## config.mk

```make
export PLATFORM = sky130hd
export DESIGN_NAME = stream_switch_demux
export DESIGN_NICKNAME = d
export VERILOG_FILES = /design/src/rtl/stream_switch_demux.sv
export SDC_FILE = /design/constraint.sdc
export NUM_CORES = 1
export LEC_CHECK = 0
export BUFFER_PORTS_ARGS = -buffer_cell sky130_fd_sc_hd__buf_2
export CAP_MARGIN = 20
export CORE_AREA = 2 2 753 755
export DETAILED_ROUTE_END_ITERATION = 7
export DIE_AREA = 0 0 755 757
export PLACE_DENSITY_LB_ADDON = 0.1
export SETUP_SLACK_MARGIN = 0.02
export SYNTH_ARGS = -nofsm -noshare
export SYNTH_HDL_FRONTEND = slang
export SYNTH_SLANG_ARGS = --single-unit
```

## constraint.sdc

```tcl
create_clock -name axis_aclk -period 48.3 [get_ports axis_aclk]
set_input_delay 0 -clock axis_aclk [delete_from_list [all_inputs] [get_ports axis_aclk]]
set_output_delay 0 -clock axis_aclk [all_outputs]
set_load 0.01 [all_outputs]
```

## src/rtl/stream_switch_demux.sv

```systemverilog
// AXI-Stream 1:M packet demultiplexer that isolates the reconfigurable-module port while it is disabled.
// Optional drop statistics are enabled with `define STREAM_SWITCH_DEMUX_STATS_EN.
module stream_switch_demux #(
    parameter int M_COUNT    = 2,
    parameter int CL_M_COUNT = $clog2(M_COUNT),
    parameter int RM_PORT    = M_COUNT - 1,
    parameter int TDATA_W    = 512,
    parameter int TUSER_W    = 48
) (
    input  logic                          axis_aclk,
    input  logic                          axis_areset,
    input  logic [CL_M_COUNT-1:0]         select_committed,
    input  logic                          disable_rm_committed,
    input  logic                          s_axis_tvalid,
    output logic                          s_axis_tready,
    input  logic [TDATA_W-1:0]            s_axis_tdata,
    input  logic [TDATA_W/8-1:0]          s_axis_tkeep,
    input  logic                          s_axis_tlast,
    input  logic [TUSER_W-1:0]            s_axis_tuser,
    output logic [M_COUNT-1:0]            m_axis_tvalid,
    input  logic [M_COUNT-1:0]            m_axis_tready,
    output logic [M_COUNT*TDATA_W-1:0]    m_axis_tdata,
    output logic [M_COUNT*TDATA_W/8-1:0]  m_axis_tkeep,
    output logic [M_COUNT-1:0]            m_axis_tlast,
    output logic [M_COUNT*TUSER_W-1:0]    m_axis_tuser,
    output logic [31:0]                   drop_count
);

    typedef enum logic [1:0] {IDLE, FWD, DROP} state_t;

    localparam logic [CL_M_COUNT:0]   M_COUNT_EXT = (CL_M_COUNT + 1)'(M_COUNT);
    localparam logic [CL_M_COUNT-1:0] RM_SEL      = CL_M_COUNT'(RM_PORT);

    state_t                  state;
    logic [CL_M_COUNT-1:0]   fwd_port;
    logic [CL_M_COUNT-1:0]   out_port;
    logic                    out_valid;
    logic [TDATA_W-1:0]      out_data;
    logic [TDATA_W/8-1:0]    out_keep;
    logic                    out_last;
    logic [TUSER_W-1:0]      out_user;

    logic                    sel_bad;
    logic                    rm_cut;
    logic                    drop_now;
    logic                    rm_out_disabled;
    logic                    out_flush;
    logic                    out_taken;
    logic                    out_free;
    logic                    accept;
    logic                    load;
    logic [CL_M_COUNT-1:0]   dest;

    // A held RM beat is treated as gone once the RM is disabled, so its tready is never consulted.
    always_comb begin
        sel_bad         = ({1'b0, select_committed} >= M_COUNT_EXT) ||
                          ((select_committed == RM_SEL) && disable_rm_committed);
        rm_cut          = (state == FWD) && (fwd_port == RM_SEL) && disable_rm_committed;
        drop_now        = (state == DROP) || ((state == IDLE) && sel_bad) || rm_cut;
        rm_out_disabled = (out_port == RM_SEL) && disable_rm_committed;
        out_flush       = out_valid && rm_out_disabled;
        out_taken       = out_valid && !rm_out_disabled && m_axis_tready[out_port];
        out_free        = !out_valid || out_taken || out_flush;
        s_axis_tready   = !axis_areset && (drop_now || out_free);
        accept          = s_axis_tvalid && s_axis_tready;
        load            = accept && !drop_now;
        dest            = (state == IDLE) ? select_committed : fwd_port;
    end

    always_ff @(posedge axis_aclk) begin
        if (axis_areset) begin
            state     <= IDLE;
            fwd_port  <= '0;
            out_port  <= '0;
            out_valid <= 1'b0;
        end else begin
            if (load) begin
                out_valid <= 1'b1;
                out_port  <= dest;
            end else if (out_free) begin
                out_valid <= 1'b0;
            end

            case (state)
                IDLE: begin
                    if (accept) begin
                        if (sel_bad) begin
                            state <= s_axis_tlast ? IDLE : DROP;
                        end else begin
                            fwd_port <= select_committed;
                            state    <= s_axis_tlast ? IDLE : FWD;
                        end
                    end
                end
                FWD: begin
                    // RM disabled mid-packet: discard the rest, leaving a truncated packet at the RM.
                    if (rm_cut) begin
                        state <= (accept && s_axis_tlast) ? IDLE : DROP;
                    end else if (accept && s_axis_tlast) begin
                        state <= IDLE;
                    end
                end
                DROP: begin
                    if (accept && s_axis_tlast) begin
                        state <= IDLE;
                    end
                end
                default: state <= IDLE;
            endcase
        end
    end

    always_ff @(posedge axis_aclk) begin
        if (load) begin
            out_data <= s_axis_tdata;
            out_keep <= s_axis_tkeep;
            out_last <= s_axis_tlast;
            out_user <= s_axis_tuser;
        end
    end

    for (genvar i = 0; i < M_COUNT; i++) begin : g_valid
        assign m_axis_tvalid[i] = out_valid && (out_port == CL_M_COUNT'(i)) &&
                                  !((i == RM_PORT) && disable_rm_committed);
    end

    assign m_axis_tdata = {M_COUNT{out_data}};
    assign m_axis_tkeep = {M_COUNT{out_keep}};
    assign m_axis_tlast = {M_COUNT{out_last}};
    assign m_axis_tuser = {M_COUNT{out_user}};

`ifdef STREAM_SWITCH_DEMUX_STATS_EN
    logic [31:0] drop_cnt;

    // Counts whole packets rejected on their first beat; truncated RM packets are not counted.
    always_ff @(posedge axis_aclk) begin
        if (axis_areset) begin
            drop_cnt <= 32'd0;
        end else if ((state == IDLE) && accept && sel_bad && (drop_cnt != 32'hFFFF_FFFF)) begin
            drop_cnt <= drop_cnt + 32'd1;
        end
    end

    assign drop_count = drop_cnt;
`else
    assign drop_count = 32'd0;
`endif

endmodule
```

==> results of run 1 <==
-- power by group --
group / internal [uW] / switching [uW]
clock: 420 / 298
sequential: 633 / 30.5
combinational: 100 / 122
total: 1150 / 451
-- how the worst max path moves through the flow --
stage,end,slack (ns),cells past startpoint
global placement,out_data[163]$_DFFE_PP_,43.00,9
detailed placement,out_data[255]$_DFFE_PP_,43.19,9
floorplan,out_data[0]$_DFFE_PP_,3.14,5
CTS,out_data[255]$_DFFE_PP_,43.19,9
global route,out_data[255]$_DFFE_PP_,42.84,9
finish,out_data[256]$_DFFE_PP_,43.24,9
-- layer usage --
metal  track usage  up-vias
met4        0.0323      272
li1              -     9032
met3        0.0501      645
met5             0        -
met1         0.120    10600
met2         0.134     1834
-- cell usage after synthesis (2+ instances only) --
cell type / number
edfxtp_1: 625
nor2_1: 4
inv_1: 3
buf_4: 658
a31oi_1: 2
dfxtp_1: 5
a21oi_1: 4
nor3_1: 2
mux2i_1: 2
buf_2: 2
nor3b_2: 2
o21ai_0: 2
nand2_1: 4
-- registers in the layout (all words and copies together) (netlist names) --
| register | flops |
|---|---|
| out_data | 512 |
| out_keep | 64 |
| out_user | 48 |
| state | 2 |
| fwd_port | 1 |
| out_last | 1 |
| out_port | 1 |
| out_valid | 1 |
-- critical path, cell delays in order, from the launching register on --
cell	delay, ns
dfxtp_1	0.40
a21oi_1	0.27
o22a_4	0.22
nand2_1	0.07
nor3_2	0.19
buf_4	0.51
buf_4	0.55
buf_4	0.64
buf_4	0.70
buf_12	0.61
-- kinds of logic after synthesis --
| family | count (synthesis) |
|---|---|
| multiplexers | 2 |
| flip-flops | 630 |
| AND/OR/NAND/NOR | 17 |
| other | 1 |
| AO/OA/AOI/OAI | 17 |
| buffers and inverters | 664 |
-- area by class of cell --
type                            count  area share
Timing Repair Buffer             2886       0.377
Sequential cell                   630       0.366
Tap cell                         7506       0.182
Clock buffer                      116      0.0484
Clock inverter                     55      0.0107
Antenna cell                      184     0.00892
Multi-Input combinational cell     68     0.00742
Inverter                            3    0.000218
-- through the flow --
step	hold slack [ns]	setup WS [ns]	total power (uW)	std cells
2_1_floorplan	0.0926	3.14	763	1362
3_3_place_gp	0.178	43.00	813	10100
3_5_place_dp	0.178	43.19	811	10100
4_1_cts	0.000261	43.19	1660	11300
5_1_grt	0.0122	42.84	1670	11300
6_report	0.0531	43.24	1600	11400
-- repair_timing --
| item | CTS | global route |
|---|---|---|
| hold buffers | 991 | 0 |
| setup buffers | 0 | 0 |
| gates resized for setup | 0 | 0 |
| endpoints found under the hold margin | 697 | 0 |
==> impl_metrics.toml, run 1 <==
[route]
viasPerCell = 1.95
top_layer_used = "met5"
finalWirelength_um = 283000
wl_met3_um = 34300
drcViolationCount = 0
wl_met1_um = 123000
first_iter_violations = 1103
wl_met2_um = 112000
drt_pre_antenna_iters = 5
wl_per_cell_um = 24.8
vias = 22400
antenna_left = 0

[timing]
finalSetupViolCount = 0
fin_tns_setup_ns = 0
rsz0062_at_grt = "no"
worstMarginPinSlew_ns = 0.988
hold_viol = 0
max_slew_margin = 0.341
drv_slew = 0
max_clock_freq_ghz = 0.198
final.setup_skew_ns = 0.0451
post-route-period-util = 0.105
min_period_ns = 5.06

[worst_setup_path]
worstReg2RegEnd = "out_data[256]$_DFFE_PP_"
critPathKind = "reg2reg"
crit_path_end_kind = "register"
path_max_fanout = 139
worst_setup_path_start_kind = "register"
startpoint = "state[1]$_SDFFE_PP0P_"
r2r_cells = 9
r2r-start = "state[1]$_SDFFE_PP0P_"
critPathRequiredTime_ns = 48.72
rrSetupSlack_ns = 43.24
worst-endpoint-arrival_ns = 5.48

[synth]
synth_edf_count = 625
async_reset_ff_frac = 0
synth_cell_types = 29
synth.largest_area_cell = "edfxtp_1"
synthAdderAreaFrac = 0
synthCells = 1331
synthSimpleGateAreaFrac = 0.00431
synthXorXnorAreaFrac = 0
synth_top_area_frac = 0.779
muxShareOfSynthArea = 0.000831
postSynthAreaPerCell_um2 = 18.1
synth_ff_type = "edfxtp_1"
yosys-top-cells-area = "edfxtp_1, buf_4, dfxtp_1, nor3b_2, a21oi_1"
synth_seq_cells = 630
synth_compound_area_frac = 0.00556
synth_top_family_by_area = "buffers and inverters"
ys_warn_count = 0
netlist_area_mm2 = 0.0241
ys_seq_area_frac = 0.783

[cells_and_area]
layout_common_cells = "buf_2, dlygate4sd3_1, edfxtp_1"
layout_commonest_cell = "buf_2"
multi_input_area_um2 = 383
stdcell_area_mm2 = 0.0516
register_area_mm2 = 0.0189
finish.utilization = 0.0916
num-nets-final = 4318
area_growth_pct = 114
nFillCells = 65200
final_layout_size_suffix_gt1_frac = 0.542

[run]
drv_cap = 0

[floorplan]
coreArea_mm2 = 0.563
fp.dieArea_mm2 = 0.572
rows = 276
num_io_pins = 1917
die_w_um = 755
die_h_um = 757
initial_core_util = 0.0428

[min_path]
worstHoldStart = "s_axis_tdata[135]"
worstHoldEndpoint = "out_data[135]$_DFFE_PP_"
hold_class = "in2reg"
whs_path_depth = 2

[power_and_ir_drop]
vdd_drop_max_v = 0.0000261
leakagePower_uw = 0.0191
powerDensity_mw_per_mm2 = 31.1

[cts]
clk_latency_ns = 0.84
cts_root_buf = "clkbuf_16"
cts_made_buffers = 97
cts_tree = "yes"
cts_buffer_depth = 4
clkSinkCount = 630
clk_pin_slew_worst_paths_ns = 0.06
htreeDepth = 3

[placement]
gp_congestion = 0.884
dp_hpwl_um = 256000
port_buffers = 1884
place_area_mm2 = 0.0382

[global_route]
grt_pass1_wl_um = 328000
grt_pass1_vias = 21100
grt-ovfl-total = 0
grt_max_degree = 140
grtUsageTotal = 0.0942
antenna_found_initial = 458

[outcome]
run_status = "completed"
Note: power is estimated with default switching activity, not from simulation.
==> run 2, diff against run 1 <==
==> constraint.sdc (replaced) <==
create_clock -name axis_aclk -period 4.1 [get_ports axis_aclk]
set_input_delay 0 -clock axis_aclk [delete_from_list [all_inputs] [get_ports axis_aclk]]
set_output_delay 0 -clock axis_aclk [all_outputs]
set_load 0.01 [all_outputs]
==> run 2 against run 1 <==
Against the previous run: utilization rose by 0.071 points; sequential power rose to 12 times the previous value; via count fell by 0.19%; clock power rose to 11 times the previous value; routed wire length rose by 0.43%; first-iteration DRC count fell by 9.9%; flip-flop and latch count did not move; critical path type unchanged; highest routed layer unchanged.
==> impl_metrics.toml, run 2 (synthesized netlist as in run 1, its figures left out) <==
[timing]
hold_ws_ns = 0.0689
finalSetupViolCount = 0
fin_ws_ns = 1.48
drv_slew = 0
worstMarginPinSlew_ns = 0.796
final.setup_skew_ns = 0.0361
min_period_ns = 2.62
max_clock_freq_ghz = 0.382
rsz0062_at_grt = "no"
hold_viol = 0
max_slew_margin = 0.468
post-route-period-util = 0.638

[placement]
place_area_mm2 = 0.0383
gp_congestion = 0.857
dpl_worst_slack_ns = 1.45
port_buffers = 1884
dp_hpwl_um = 258000

[global_route]
grt_max_degree = 85
grt_pass1_wl_um = 330000
grt_pass1_vias = 21600
grt-ovfl-total = 0
grtUsageTotal = 0.0948
antenna_found_initial = 482

[worst_setup_path]
critPathRequiredTime_ns = 4.54
r2r_cells = 6
critPathKind = "reg2reg"
r2r-start = "out_port$_SDFFE_PP0P_"
startpoint = "out_port$_SDFFE_PP0P_"
path_max_fanout = 74
critPathCapture = "out_data[502]$_DFFE_PP_"
rrSetupSlack_ns = 1.48
worst_setup_path_start_kind = "register"
worstReg2RegEnd = "out_data[502]$_DFFE_PP_"
crit_path_end_kind = "register"
worst-endpoint-arrival_ns = 3.06

[route]
drcViolationCount = 0
wl_met1_um = 117000
antenna_left = 0
drt_pre_antenna_iters = 4
finalWirelength_um = 285000
wl_met3_um = 36400
wl_per_cell_um = 24.7
vias = 22300
top_layer_used = "met5"
viasPerCell = 1.94
wl_met2_um = 118000
first_iter_violations = 994

[floorplan]
num_io_pins = 1917
die_h_um = 757
die_w_um = 755
initial_core_util = 0.0428
coreArea_mm2 = 0.563
rows = 276
fp.dieArea_mm2 = 0.572

[cts]
post_cts_buffers = 0
cts.repair.resized = 0
cts_tree = "yes"
ctsHoldBuffers = 1038
cts_root_buf = "clkbuf_16"
clk_pin_slew_worst_paths_ns = 0.06
clk_latency_ns = 0.83
cts_buffer_depth = 4
cts_made_buffers = 96
clkSinkCount = 630
htreeDepth = 3

[cells_and_area]
largest_register_ffs = 512
area_growth_pct = 116
nFillCells = 65200
final_layout_size_suffix_gt1_frac = 0.534
layout_common_cells = "buf_2, dlygate4sd3_1, edfxtp_1"
finish.utilization = 0.0924
stdcell_area_mm2 = 0.0520
max_flop_register = "out_data"
num-nets-final = 4372
layout_commonest_cell = "buf_2"
reg_top3 = "out_data x512, out_keep x64, out_user x48"

[power_and_ir_drop]
leakagePower_uw = 0.0193
total_power_uw = 18300
powerDensity_mw_per_mm2 = 352
vdd_drop_max_v = 0.000278

[min_path]
hold_class = "in2reg"
worstHoldStart = "s_axis_tdata[302]"

[outcome]
run_status = "completed"

[run]
drv_cap = 0
-- run 2: cell count changes in the layout (fill, tap and decap cells not counted), moves of 3 or more --
| cell | change |
|---|---|
| clkinv_4 | -3 |
| dlygate4sd3_1 | +47 |
| diode_2 | +6 |
| buf_12 | +6 |
| clkbuf_1 | +4 |
| bufinv_16 | -8 |
| clkinvlp_4 | -3 |
-- run 2: critical path, stage by stage, from the launching register on --
cell     delay, ns
dfxtp_2       0.34
nor3b_4       0.16
o21ai_4       0.32
nand2_2       0.11
nor3_4        0.33
buf_12        0.27
buf_12        0.41
-- run 2: metrics by stage --
stage,std cells,setup TNS (ns)
final,11500,0
after global routing,11400,0
after CTS,11300,0
after detailed placement,10100,0
after global placement,10100,0
after floorplan,1362,-7483.22
-- run 2: cell type report --
cell class / count / area (um2) / area share
well taps: 7506 / 9390 / 0.181
multi-input cells: 68 / 402 / 0.00772
inverters: 3 / 11.3 / 0.000216
repair buffers: 2941 / 20100 / 0.386
diodes: 190 / 475 / 0.00914
clock buffers: 120 / 2500 / 0.0481
flip-flops and latches: 630 / 18900 / 0.363
clock inverters: 42 / 304 / 0.00585
-- run 2: routing by layer --
metal	GRT usage	up-vias
met4	0.0301	294
met1	0.115	10500
li1	-	9143
met2	0.142	1774
met5	0	-
met3	0.0518	636
-- run 2: where the power goes --
group / total [uW] / leakage [uW] / internal [uW] / switching, uW
sequential: 7800 / 0.00583 / 7460 / 338
clock: 7810 / 0.00136 / 4410 / 3390
combinational: 2680 / 0.0121 / 1230 / 1450
total: 18300 / 0.0193 / 13100 / 5180
-- run 2: how the worst min path moves through the flow --
stage	to	slack (ns)	cells after the start
floorplan	state[1]$_SDFFE_PP0P_	0.09	1
global placement	out_data[482]$_DFFE_PP_	0.18	1
detailed placement	out_data[425]$_DFFE_PP_	0.18	1
finish	out_data[302]$_DFFE_PP_	0.07	2
CTS	out_data[434]$_DFFE_PP_	0.0001	2
global route	out_data[302]$_DFFE_PP_	0.02	2
==> run 3, diff against run 2 <==
--- a/config.mk
+++ b/config.mk
@@ -5,6 +5,7 @@
 export SDC_FILE = /design/constraint.sdc
 export NUM_CORES = 1
 export LEC_CHECK = 0
+export ABC_AREA = 1
 export BUFFER_PORTS_ARGS = -buffer_cell sky130_fd_sc_hd__buf_2
 export CAP_MARGIN = 20
 export CORE_AREA = 2 2 753 755
==> constraint.sdc (replaced) <==
create_clock -name axis_aclk -period 2.1 [get_ports axis_aclk]
set_input_delay 0 -clock axis_aclk [delete_from_list [all_inputs] [get_ports axis_aclk]]
set_output_delay 0 -clock axis_aclk [all_outputs]
set_load 0.01 [all_outputs]
==> run 3 against run 2 <==
Against the previous run: cell area barely moved; combinational power rose by 95%; clock-buffer cell count shrank 7; synthesized cell count rose by 0.90%; critical path type unchanged; via count grew 1.0%; routed wire length grew 2.3%; clock skew is 0.012 ns higher; flip-flop and latch count unchanged.
==> impl_metrics.toml, run 3 <==
[outcome]
run_status = "completed"

[route]
drt_pre_antenna_iters = 5
wl_per_cell_um = 25.4
antenna_left = 0
drcViolationCount = 0
vias = 22500
finalWirelength_um = 291000
viasPerCell = 1.97
first_iter_violations = 1197

[timing]
worstMarginPinSlew_ns = 0.745
post-route-period-util = 0.958
max_clock_freq_ghz = 0.497
min_period_ns = 2.01
drv_slew = 0
max_slew_margin = 0.502
finalSetupViolCount = 0
hold_viol = 0
rsz0062_at_grt = "yes"
final.setup_skew_ns = 0.0483

[cells_and_area]
nFillCells = 65200
stdcell_area_mm2 = 0.0520
final_layout_size_suffix_gt1_frac = 0.544
layout_commonest_cell = "buf_2"
layout_common_cells = "buf_2, dlygate4sd3_1, edfxtp_1"
largest_register_ffs = 512
reg_top3 = "out_data x512, out_keep x64, out_user x48"
max_flop_register = "out_data"
area_growth_pct = 116
num-nets-final = 4371

[synth]
synth_common_cells = "buf_4, edfxtp_1, nand2_1"
synth_ff_type = "edfxtp_1"
synth_edf_count = 625
postSynthAreaPerCell_um2 = 17.9
synthCells = 1343
synth_cell_types = 18
synth.most_common_cell = "buf_4"
netlist_area_mm2 = 0.0241
synth.largest_area_cell = "edfxtp_1"
ys_seq_area_frac = 0.784
async_reset_ff_frac = 0
ys_warn_count = 0
synth_seq_cells = 630
yosys-top-cells-area = "edfxtp_1, buf_4, dfxtp_1, nand2_1, inv_1"
synth_top_area_frac = 0.780

[power_and_ir_drop]
p_seq_frac = 0.415
switching_share = 0.277
leakagePower_uw = 0.0194
vdd_drop_max_v = 0.000517
p_clk_frac = 0.442
powerDensity_mw_per_mm2 = 702
switching_power_uw = 10100
total_power_uw = 36500
internal_power_uw = 26400
p_comb_frac = 0.143

[worst_setup_path]
critPathRequiredTime_ns = 2.56
r2r_cells = 7
rrSetupSlack_ns = 0.09
worst-endpoint-arrival_ns = 2.48
worst_setup_path_start_kind = "register"
worstReg2RegEnd = "out_data[245]$_DFFE_PP_"
crit_path_end_kind = "register"
cp_slowest_cell = "dfxtp_2"
critPathKind = "reg2reg"
path_max_fanout = 52
r2r-start = "state[1]$_SDFFE_PP0P_"
crit_chain = "nand2_1 -> nand3_2 -> and2_4 -> nand4_4 -> clkinvlp_4 -> buf_12 -> buf_16"
max_stage_delay_ns = 0.37

[global_route]
grt_max_degree = 53
use_met1 = 0.120
grt_busiest_layer = "met2"
grt_pass1_wl_um = 337000
grtUsageTotal = 0.0969
met2_usage = 0.146
grt-ovfl-total = 0
antenna_found_initial = 454
grt_use_met3 = 0.0491
grt_pass1_vias = 21700

[floorplan]
rows = 276
coreArea_mm2 = 0.563
initial_core_util = 0.0427
die_w_um = 755
fp.dieArea_mm2 = 0.572
num_io_pins = 1917
die_h_um = 757

[placement]
port_buffers = 1884
dp_hpwl_um = 266000
place_area_mm2 = 0.0386
gp_congestion = 0.836

[min_path]
worstHoldStart = "s_axis_tdata[139]"
whs_path_depth = 2
worstHoldEndpoint = "out_data[139]$_DFFE_PP_"
hold_class = "in2reg"

[cts]
clkSinkCount = 630
cts_buffer_depth = 4
cts_made_buffers = 94
cts_tree = "yes"
htreeDepth = 3
cts_root_buf = "clkbuf_16"
clk_pin_slew_worst_paths_ns = 0.06
clk_latency_ns = 0.83

[run]
drv_cap = 0
run 3: routing by layer:
layer,wire [um],share of wire
met1,122000,0.42
met2,122000,0.42
met3,35100,0.12
met4,10300,0.036
met5,1820,0.0063
run 3: kinds of logic (layout without fill, tap and decap cells):
group / after synthesis / after routing / synth area share
other: 1 / 192 / 0.000156
DFF: 630 / 630 / 0.784
and+or+nand+nor: 38 / 38 / 0.00775
AOI/OAI and AO/OA: 4 / 4 / 0.000884
buffers and inverters: 670 / 3103 / 0.207
run 3: area by class of cell:
| type | instances | area, um2 | share of cell area |
|---|---|---|---|
| multi-input combinational | 74 | 347 | 0.00666 |
| antenna | 160 | 400 | 0.00770 |
| tap | 7506 | 9390 | 0.181 |
| sequential | 630 | 18900 | 0.363 |
| inverter | 12 | 50.0 | 0.000962 |
| clock buffer | 113 | 2470 | 0.0474 |
| clock inverter | 51 | 526 | 0.0101 |
| timing repair buffer | 2927 | 20000 | 0.384 |
run 3: metrics by stage:
step                      setup TNS [ns]  hold slack [ns]  setup slack [ns]  utilization  cells
after CTS                              0         0.000891            0.0433       0.0916  11300
after floorplan                 -5289.35           0.0475             -8.46            -   1374
after global placement          -0.00155            0.178         -0.000384       0.0686  10200
after global routing                   0           0.0209          0.000165       0.0920  11400
final                                  0           0.0686            0.0881       0.0924  11500
after detailed placement               0            0.179            0.0631       0.0686  10200
run 3: critical path: cells and delay by family, from the launching register on:
family,cells,cell delay [ns]
flip-flops,1,0.37
buffers and inverters,3,0.62
AND/OR/NAND/NOR,4,0.43
run 3: power groups by stage:
| stage | logic [uW] | clock network, uW | registers [uW] |
|---|---|---|---|
| after CTS | 5450 | 17100 | 15200 |
| after global placement | 3260 | 0 | 15500 |
| after floorplan | 1200 | 0 | 15500 |
| after global routing | 5580 | 17300 | 15200 |
| after detailed placement | 3210 | 0 | 15500 |
| final | 5220 | 16100 | 15200 |
run 3: worst max-delay path by stage:
| stage | end | from | depth (start not counted) | slack (ns) |
|---|---|---|---|---|
| finish | out_data[245]$_DFFE_PP_ | state[1]$_SDFFE_PP0P_ | 7 | 0.09 |
| global route | out_data[313]$_DFFE_PP_ | state[1]$_SDFFE_PP0P_ | 7 | 0.0002 |
| CTS | m_axis_tvalid[1] | out_valid$_SDFFE_PP0P_ | 3 | 0.04 |
| detailed placement | out_keep[14]$_DFFE_PP_ | out_port$_SDFFE_PP0P_ | 9 | 0.06 |
| global placement | out_data[8]$_DFFE_PP_ | out_port$_SDFFE_PP0P_ | 9 | -0.0004 |
| floorplan | out_data[0]$_DFFE_PP_ | state[0]$_SDFFE_PP0P_ | 5 | -8.46 |
run 3: repair_timing:
item	in CTS	in global routing
setup buffers	0	0
endpoints found under the hold margin	630	0
cloned	0	1
setup endpoints to repair	14	64
resized for setup	1	1
hold buffers	995	0
